File: src/rtl/fetch_unit_pkg.sv
// ============================================================================
// Module      : fetch_unit_pkg
// Description : Shared types and constants for the instruction-fetch front end
//               (bus request/response structs, fetch FSM states, buffer entry).
// Revision    : 1.0 - initial release
// ============================================================================
`default_nettype none

package fetch_unit_pkg;

    localparam logic [31:0] RESET_PC_DEFAULT = 32'hbfc0_0000;
    localparam logic [31:0] PC_STEP          = 32'd4;

    // Fetch sequencer states
    typedef enum logic [2:0] {
        REQ      = 3'd0,  // request presented, waiting for addr_ok
        WAIT     = 3'd1,  // address accepted, waiting for data_ok
        DROP_REQ = 3'd2,  // stale request still presented, waiting for addr_ok
        DROP     = 3'd3,  // stale request accepted, waiting to discard data_ok
        IDLE     = 3'd4   // output buffer full and stalled, no request
    } fetch_state_t;

    typedef struct packed {
        logic        valid;
        logic [31:0] addr;
    } ibus_req_t;

    typedef struct packed {
        logic        addr_ok;
        logic        data_ok;
        logic [31:0] data;
    } ibus_resp_t;

    // One fetched word together with the PC it came from
    typedef struct packed {
        logic [31:0] data;
        logic [31:0] pc;
    } fetch_entry_t;

    function automatic logic is_aligned(input logic [31:0] addr);
        return (addr[1:0] == 2'b00);
    endfunction

endpackage

`default_nettype wire

File: src/rtl/fetch_unit_buf.sv
// ============================================================================
// Module      : fetch_buf
// Description : One-entry output buffer holding a fetched word and its PC.
//               Flush beats fill, fill beats consume, so a word can be
//               replaced in the same cycle the previous one drains.
// Revision    : 1.0 - initial release
// ============================================================================
`default_nettype none

module fetch_buf
    import fetch_unit_pkg::*;
(
    input  logic         clk,
    input  logic         reset,
    input  logic         fill,
    input  logic         consume,
    input  logic         flush,
    input  fetch_entry_t fill_entry,
    output logic         valid,
    output fetch_entry_t entry
);

    // Entry register; contents are only rewritten on fill so a stalled word stays bit-stable
    always_ff @(posedge clk or posedge reset) begin
        if (reset) begin
            valid <= 1'b0;
            entry <= '0;
        end else if (flush) begin
            valid <= 1'b0;
        end else if (fill) begin
            valid <= 1'b1;
            entry <= fill_entry;
        end else if (consume) begin
            valid <= 1'b0;
        end
    end

endmodule

`default_nettype wire

File: src/rtl/fetch_unit.sv
// ============================================================================
// Module      : fetch_unit
// Description : Instruction-fetch front end. Owns the fetch PC, keeps at most
//               one instruction-bus transaction outstanding, buffers one word
//               for the pre-decode stage and discards responses made stale by
//               a redirect.
// Revision    : 1.0 - initial release
// ============================================================================
`default_nettype none

module fetch_unit
    import fetch_unit_pkg::*;
#(
    parameter logic [31:0] RESET_PC = RESET_PC_DEFAULT
) (
    input  logic        clk,
    input  logic        reset,
    output ibus_req_t   ireq,
    input  ibus_resp_t  iresp,
    input  logic        stall,
    input  logic        redirect_valid,
    input  logic [31:0] redirect_pc,
    output ibus_resp_t  out_resp,
    output logic [31:0] out_pc
);

    fetch_state_t state;
    fetch_state_t state_next;
    logic [31:0]  pc;
    logic [31:0]  pc_next;
    logic [31:0]  stale_addr;       // address of a superseded request still on the bus
    logic [31:0]  stale_addr_next;
    logic         fault_hold;       // misaligned-PC word already emitted, wait for redirect
    logic         fault_hold_next;

    logic         req_valid;
    logic [31:0]  req_addr;
    logic         req_accept;

    logic         buf_valid;
    fetch_entry_t buf_entry;
    logic         buf_fill;
    logic         buf_flush;
    fetch_entry_t fill_entry;
    logic         buf_consume;
    logic         buf_free;

    assign buf_consume = buf_valid && !stall;
    // Free means empty now or draining this cycle; once true it stays true until we fill
    assign buf_free    = !buf_valid || !stall;
    assign req_accept  = req_valid && iresp.addr_ok;

    fetch_buf u_buf (
        .clk        (clk),
        .reset      (reset),
        .fill       (buf_fill),
        .consume    (buf_consume),
        .flush      (buf_flush),
        .fill_entry (fill_entry),
        .valid      (buf_valid),
        .entry      (buf_entry)
    );

    // Request generation: new requests only when the response has somewhere to land;
    // a stale request keeps its original address until the bus accepts it
    always_comb begin
        req_valid = 1'b0;
        req_addr  = pc;
        case (state)
            REQ:      req_valid = is_aligned(pc) && buf_free;
            DROP_REQ: begin
                req_valid = 1'b1;
                req_addr  = stale_addr;
            end
            default:  req_valid = 1'b0;
        endcase
    end

    assign ireq     = '{valid: req_valid && !reset, addr: req_addr};
    assign out_resp = '{addr_ok: 1'b0, data_ok: buf_valid, data: buf_entry.data};
    assign out_pc   = buf_entry.pc;

    // State, PC and bookkeeping registers
    always_ff @(posedge clk or posedge reset) begin
        if (reset) begin
            state      <= REQ;
            pc         <= RESET_PC;
            stale_addr <= '0;
            fault_hold <= 1'b0;
        end else begin
            state      <= state_next;
            pc         <= pc_next;
            stale_addr <= stale_addr_next;
            fault_hold <= fault_hold_next;
        end
    end

    // Next-state logic; a redirect overrides everything and never lets data into the buffer
    always_comb begin
        state_next      = state;
        pc_next         = pc;
        stale_addr_next = stale_addr;
        fault_hold_next = fault_hold;
        buf_fill        = 1'b0;
        buf_flush       = 1'b0;
        fill_entry      = '{data: iresp.data, pc: pc};

        if (redirect_valid) begin
            pc_next         = redirect_pc;
            buf_flush       = 1'b1;
            fault_hold_next = 1'b0;
            case (state)
                REQ: begin
                    if (req_accept) begin
                        state_next = iresp.data_ok ? REQ : DROP;
                    end else if (req_valid) begin
                        state_next      = DROP_REQ;
                        stale_addr_next = pc;
                    end else begin
                        state_next = REQ;
                    end
                end
                WAIT:     state_next = iresp.data_ok ? REQ : DROP;
                DROP_REQ: begin
                    if (iresp.addr_ok) begin
                        state_next = iresp.data_ok ? REQ : DROP;
                    end
                end
                DROP: begin
                    if (iresp.data_ok) begin
                        state_next = REQ;
                    end
                end
                default:  state_next = REQ;
            endcase
        end else begin
            case (state)
                REQ: begin
                    if (!is_aligned(pc)) begin
                        // Emit a single zero word so decode raises the address error
                        if (!fault_hold && buf_free) begin
                            buf_fill        = 1'b1;
                            fill_entry      = '{data: 32'd0, pc: pc};
                            fault_hold_next = 1'b1;
                        end
                    end else if (req_accept) begin
                        if (iresp.data_ok) begin
                            buf_fill   = 1'b1;
                            pc_next    = pc + PC_STEP;
                            state_next = stall ? IDLE : REQ;
                        end else begin
                            state_next = WAIT;
                        end
                    end
                end
                WAIT: begin
                    if (iresp.data_ok) begin
                        buf_fill   = 1'b1;
                        pc_next    = pc + PC_STEP;
                        state_next = stall ? IDLE : REQ;
                    end
                end
                DROP_REQ: begin
                    if (iresp.addr_ok) begin
                        state_next = iresp.data_ok ? REQ : DROP;
                    end
                end
                DROP: begin
                    if (iresp.data_ok) begin
                        state_next = REQ;
                    end
                end
                IDLE: begin
                    if (buf_consume) begin
                        state_next = REQ;
                    end
                end
                default: state_next = REQ;
            endcase
        end
    end

endmodule

`default_nettype wire
File: config.mk
export PLATFORM = sky130hd
export DESIGN_NAME = fetch_unit
export DESIGN_NICKNAME = d
export VERILOG_FILES = /design/src/rtl/fetch_unit_pkg.sv /design/src/rtl/fetch_unit_buf.sv /design/src/rtl/fetch_unit.sv
export SDC_FILE = /design/constraint.sdc
export NUM_CORES = 1
export LEC_CHECK = 0
export BUFFER_PORTS_ARGS = -buffer_cell sky130_fd_sc_hd__clkbuf_2
export CAP_MARGIN = 20
export CORE_MARGIN = 2
export CORE_UTILIZATION = 50
export CTS_CLUSTER_SIZE = 8
export DETAILED_ROUTE_END_ITERATION = 10
export PLACE_DENSITY = 0.79
export SYNTH_ARGS = -nofsm -noshare
export SYNTH_HDL_FRONTEND = slang
export SYNTH_SLANG_ARGS = --single-unit
File: constraint.sdc
create_clock -name clk -period 5.25 [get_ports clk]
set_input_delay 0.2625 -clock clk [delete_from_list [all_inputs] [get_ports clk]]
set_output_delay 0.2625 -clock clk [all_outputs]
set_load 0.05 [all_outputs]
## Word level (Yosys, flattened, before mapping)

Cells that the tools add are included.

| storage, ports and cells | value |
|---|---|
| register bits | 133 |
| input bits | 70 |
| output and inout bits | 99 |
| word-level logic and storage cells | 79 |

| cells by class | value |
|---|---|
| add/subtract/negate cells | 1 |
| equality and inequality tests | 9 |
| mux-type cells | 39 |
| bitwise logic cells | 2 |
| reduce and logical (&&, ||, !) cells | 21 |

Operators by type and width:

| cell | count |
|---|---|
| two-way mux 64 bit | 4 |
| two-way mux 32 bit | 5 |
| case mux 32 bit (2 select lines) | 1 |
| adder 32 x 3 -> 32 bit (second input constant) | 1 |
| two-way mux 3 bit | 9 |
| case mux 3 bit (5 select lines) | 1 |
| two-way mux 1 bit | 13 |
| != test 3 bit (second input constant) | 4 |
| case mux 3 bit (4 select lines) | 1 |
| AND reduction 4 bit | 2 |
| == test 3 x 2 -> 1 bit (second input constant) | 2 |
| two-way mux 2 bit | 3 |
| AND reduction 3 bit | 2 |
| nonzero test 3 bit | 2 |
| logical AND 1 bit | 5 |
| zero test 1 bit | 4 |
| case mux 1 bit (2 select lines) | 2 |
| nonzero test 2 bit | 2 |
| == test 3 x 1 -> 1 bit (second input constant) | 1 |
| == test 3 bit (second input constant) | 1 |
| zero test 3 bit | 1 |
| zero test 2 bit | 1 |
| != test 2 bit (second input constant) | 1 |
| NOT 1 bit | 2 |
| other kinds (2) | 2 |

## Longest topological paths before layout

| depth | value |
|---|---|
| word-level depth | 11 |
| mapped depth | 8 |

## Cells and area by module

Synthesis repeated with hierarchy kept, for this count alone.

| unflattened totals | value |
|---|---|
| cells, all modules | 554 |
| area, all modules | 6,890.4 um^2 |

Modules (own cells, without submodules):

| module | times used | cells an instance | area an instance (um^2) |
|---|---|---|---|
| fetch_unit | 1 | 413 | 4,145.2 |
| fetch_buf | 1 | 141 | 2,745.1 |

## Worst setup path before layout

Ideal clock, no wire load.

| timing path | value |
|---|---|
| path type | reg2out |
| start | register state[2] |
| end | output ireq[17] (netlist bit) |
| arrival time | 2.138 ns |
| data required time | 4.988 ns |
| slack | 2.850 ns |
| cell stages (with the launch flop) | 7 |
| path buffers | 3 |
| cell sequence | dfrtp_1 -> buf_6 -> nor2_4 -> and2_1 -> clkbuf_1 -> clkbuf_1 -> o21ai_0 |

RTL lines:

| what | line | RTL |
|---|---|---|
| start, declared | fetch_unit.sv:27 | `fetch_state_t state;` |
| start signal, assigned | fetch_unit.sv:91 | `state <= state_next;` |
| end, declared | fetch_unit.sv:18 | `output ibus_req_t ireq,` |

==> flow_summary_export.csv <==
group,metric,value,unit
cells_and_area,fillers,939,
route,drt_first_pass_iters,4,
setup_path,critPathLaunchType,"flop",
global_routing,grt_usage,22.5,%
cells_and_area,nNetsFinal,722,
timing,fin_skew,6.78,ps
timing,finalHoldViolations,0,
global_routing,antenna_found_initial,0,
timing,setup_violations,0,
cells_and_area,fin_cells,832,
floorplanning,initial_utilization,51.5,%
route,totalWireLength,14700,µm
global_routing,grt_max_degree,92,
setup_path,endpoint_kind,"primary output",
power_and_ir_drop,power.switching,2.29,mW
route,top_layer_used,"met4",
floorplanning,dieArea,13400,µm²
clock_tree,cts_made_buffers,17,
timing,max_freq,0.360,GHz
power_and_ir_drop,pwr-share-clk,23.6,%
power_and_ir_drop,power,5.23,mW
power_and_ir_drop,combPwrFrac,44.9,%
cells_and_area,diodes,0,
logic_synthesis,synth_edf_count,0,
logic_synthesis,syn_inst,502,
cells_and_area,syn2layout_area_growth,23.7,%
min_path,hold_class,"input port to asynchronous set/reset pin",
logic_synthesis,yosys_most_used_dff,"dfrtp_1",
logic_synthesis,yosysTopAreaCell,"dfrtp_1",
logic_synthesis,syn_avg_cell_area,12.4,µm²
logic_synthesis,yosysSeqAreaShare,53.5,%
route,drc,0,
clock_tree,clock-sinks,133,
place,placed_cells,799,
timing,worstMarginPinSlew,902,ps
power_and_ir_drop,vdd_drop_max,0.329,mV
route,met1_length,6380,µm
setup_path,arrival,2510,ps
floorplanning,core_area,12100,µm²
route,routedWlPerCell,17.6,µm
global_routing,grt_pass1_wl,23400,µm
setup_path,max_stage_delay,710,ps
clock_tree,clk_pin_slew,60,ps
power_and_ir_drop,power_density,678,nW/µm²
setup_path,crit_type,"flop to primary output",
setup_path,critPathMaxFanout,34,
flow_run,cap_violations,0,
setup_path,crit_slowest_cell,"and2_2",
route,ant_nets,0,
route,via_per_inst,5.61,
place,hpwlAfterDp,9990,µm
route,dr_wl_met2,7360,µm
setup_path,path_cells,"nor2_4, and2_2, mux2_2, clkbuf_2",
timing,fin_crit,2780,ps
route,vias,4664,
place,port_buffers,167,
floorplanning,die_h,116,µm
timing,fin_tns_setup,0,ps
floorplanning,ioPinCount,169,
clock_tree,htreeDepth,4,
logic_synthesis,yosysTopAreaCellShare,49.7,%
cells_and_area,final_core_util,63.8,%
setup_path,crit_required,4990,ps
timing,rsz0062_at_grt,"no",
logic_synthesis,ys_seq_elements,133,
power_and_ir_drop,p_int,2.95,mW
cells_and_area,mostFrequentLayoutCell,"clkbuf_2",
cells_and_area,layout_common_cells,"clkbuf_2, dfrtp_1, mux2_2, nand2_1, a22o_1",
timing,drv_slew,0,
clock_tree,holdBufCountCts,0,
global_routing,gr-total-overflow,0,
logic_synthesis,syn_nets,573,
clock_tree,clk_path_buf_depth,2,
place,gp_congestion,0.814,
logic_synthesis,yosysWarnings,0,
power_and_ir_drop,p_leak,3.67,nW
clock_tree,tritoncts,"yes",
clock_tree,ctsResizeCount,0,
run_status,status,"complete, no violations",
global_routing,grt_pass1_vias,4675,
timing,min_period_over_period,52.9,%
logic_synthesis,synth_area,6240,µm²
route,drtIter0Drc,265,
route,met3WireLength,643,µm
power_and_ir_drop,p_seq_share,31.5,%
logic_synthesis,synthDistinctLibCells,51,
logic_synthesis,synth_area_leaders,"dfrtp_1, mux2_2, mux2_4",
power_and_ir_drop,p_sw_share,43.7,%
logic_synthesis,synthArstFlopShare,100,%
timing,slew_headroom,39.8,%
floorplanning,row_count,40,
floorplanning,die_w,116,µm
clock_tree,clk_latency,410,ps
clock_tree,cts_setup_buffers,0,
clock_tree,root_buffer,"clkbuf_16",
cells_and_area,drive_above_1_share,48.6,%
==> power by group through the flow <==
stage          combinational, mW  sequential [mW]  clock, mW
2_1_floorplan               1.18             2.37          0
3_3_place_gp                2.33             1.64          0
3_5_place_dp                2.36             1.65          0
4_1_cts                     2.37             1.65       1.25
5_1_grt                     2.47             1.70       1.29
6_report                    2.35             1.65       1.23
==> synth_stat cells (2+ instances only) <==
master	number
buf_6	8
nand2_2	3
a22o_1	32
inv_1	4
nor2_4	2
buf_2	9
a21oi_1	3
o311ai_0	4
or4_1	12
clkbuf_1	15
and4_1	2
mux2_4	28
o31ai_1	10
nand3_1	19
nand2_1	35
dfrtp_1	124
o21ai_0	18
nor4_1	5
xor2_1	6
buf_1	4
o211ai_1	2
a41o_1	2
or2_2	2
and2_1	3
mux2_2	68
xnor2_1	9
buf_4	3
nor3_1	6
a31oi_1	11
dfstp_2	9
nand4_1	5
nor2_1	19
nor4b_1	2
==> registers in the layout, indices dropped and copies added, names as in the netlist <==
signal	cells
u_buf.entry	64
state	3
fault_hold	1
stale_addr	32
u_buf.valid	1
pc	32
==> through the flow <==
| step | instance area [µm²] | hold WS (ps) | setup WS, ps |
|---|---|---|---|
| after CTS | 7710 | 54.4 | 2470 |
| after global routing | 7720 | 64.3 | 2350 |
| after floorplan | 6240 | 333 | 1450 |
| after global placement | 7090 | 464 | 2770 |
| final | 7720 | 24.2 | 2470 |
| after detailed placement | 7090 | 479 | 2650 |
==> worst paths after layout <==
kind | startpoint | end | slack (ps) | cells after the start
min in group clk | iresp[11] | u_buf.entry[43] | 60 | 2
worst min-delay path | reset | u_buf.entry[56] | 20 | 2
worst max-delay path | state[2] | ireq[31] | 2470 | 4
worst max register to register | pc[1] | pc[24] | 2580 | 5
max in group asynchronous | reset | pc[31] | 4160 | 3
worst min register to register | stale_addr[1] | stale_addr[1] | 490 | 1
==> cells by family (layout without fill, tap and decap cells) <==
group	count (synthesis)	in the layout	synth area share [%]
flops	133	133	53.5
fa+ha+maj	1	1	0.200
xor+xnor	15	15	2.10
compound gates	86	86	10.2
other cells	1	1	0.0601
simple gates	125	125	10.8
buf+inv	44	206	3.97
mux	97	97	19.2
==> worst max-delay path: cells and delay by family (launching register included) <==
kind                   cells  cell delay, ps
flip-flops                 1             520
buffers and inverters      1             250
AND/OR/NAND/NOR            2             870
multiplexers               1             450
==> area by class of cell <==
type	instances	area [µm²]	area share, %
Inverter	5	23.8	0.308
Sequential cell	133	3340	43.2
Clock buffer	23	498	6.45
Multi-Input combinational cell	325	2670	34.6
Clock inverter	9	123	1.59
Tap cell	168	210	2.72
Timing Repair Buffer	169	858	11.1
==> per-layer routing <==
| layer | global-route usage (%) | up-vias |
|---|---|---|
| li1 | - | 2145 |
| met1 | 29.4 | 2345 |
| met2 | 37.3 | 147 |
| met3 | 4.39 | 27 |
| met4 | 8.89 | 0 |
| met5 | 0 | - |
No activity file was read; power rests on OpenSTA's default activity.
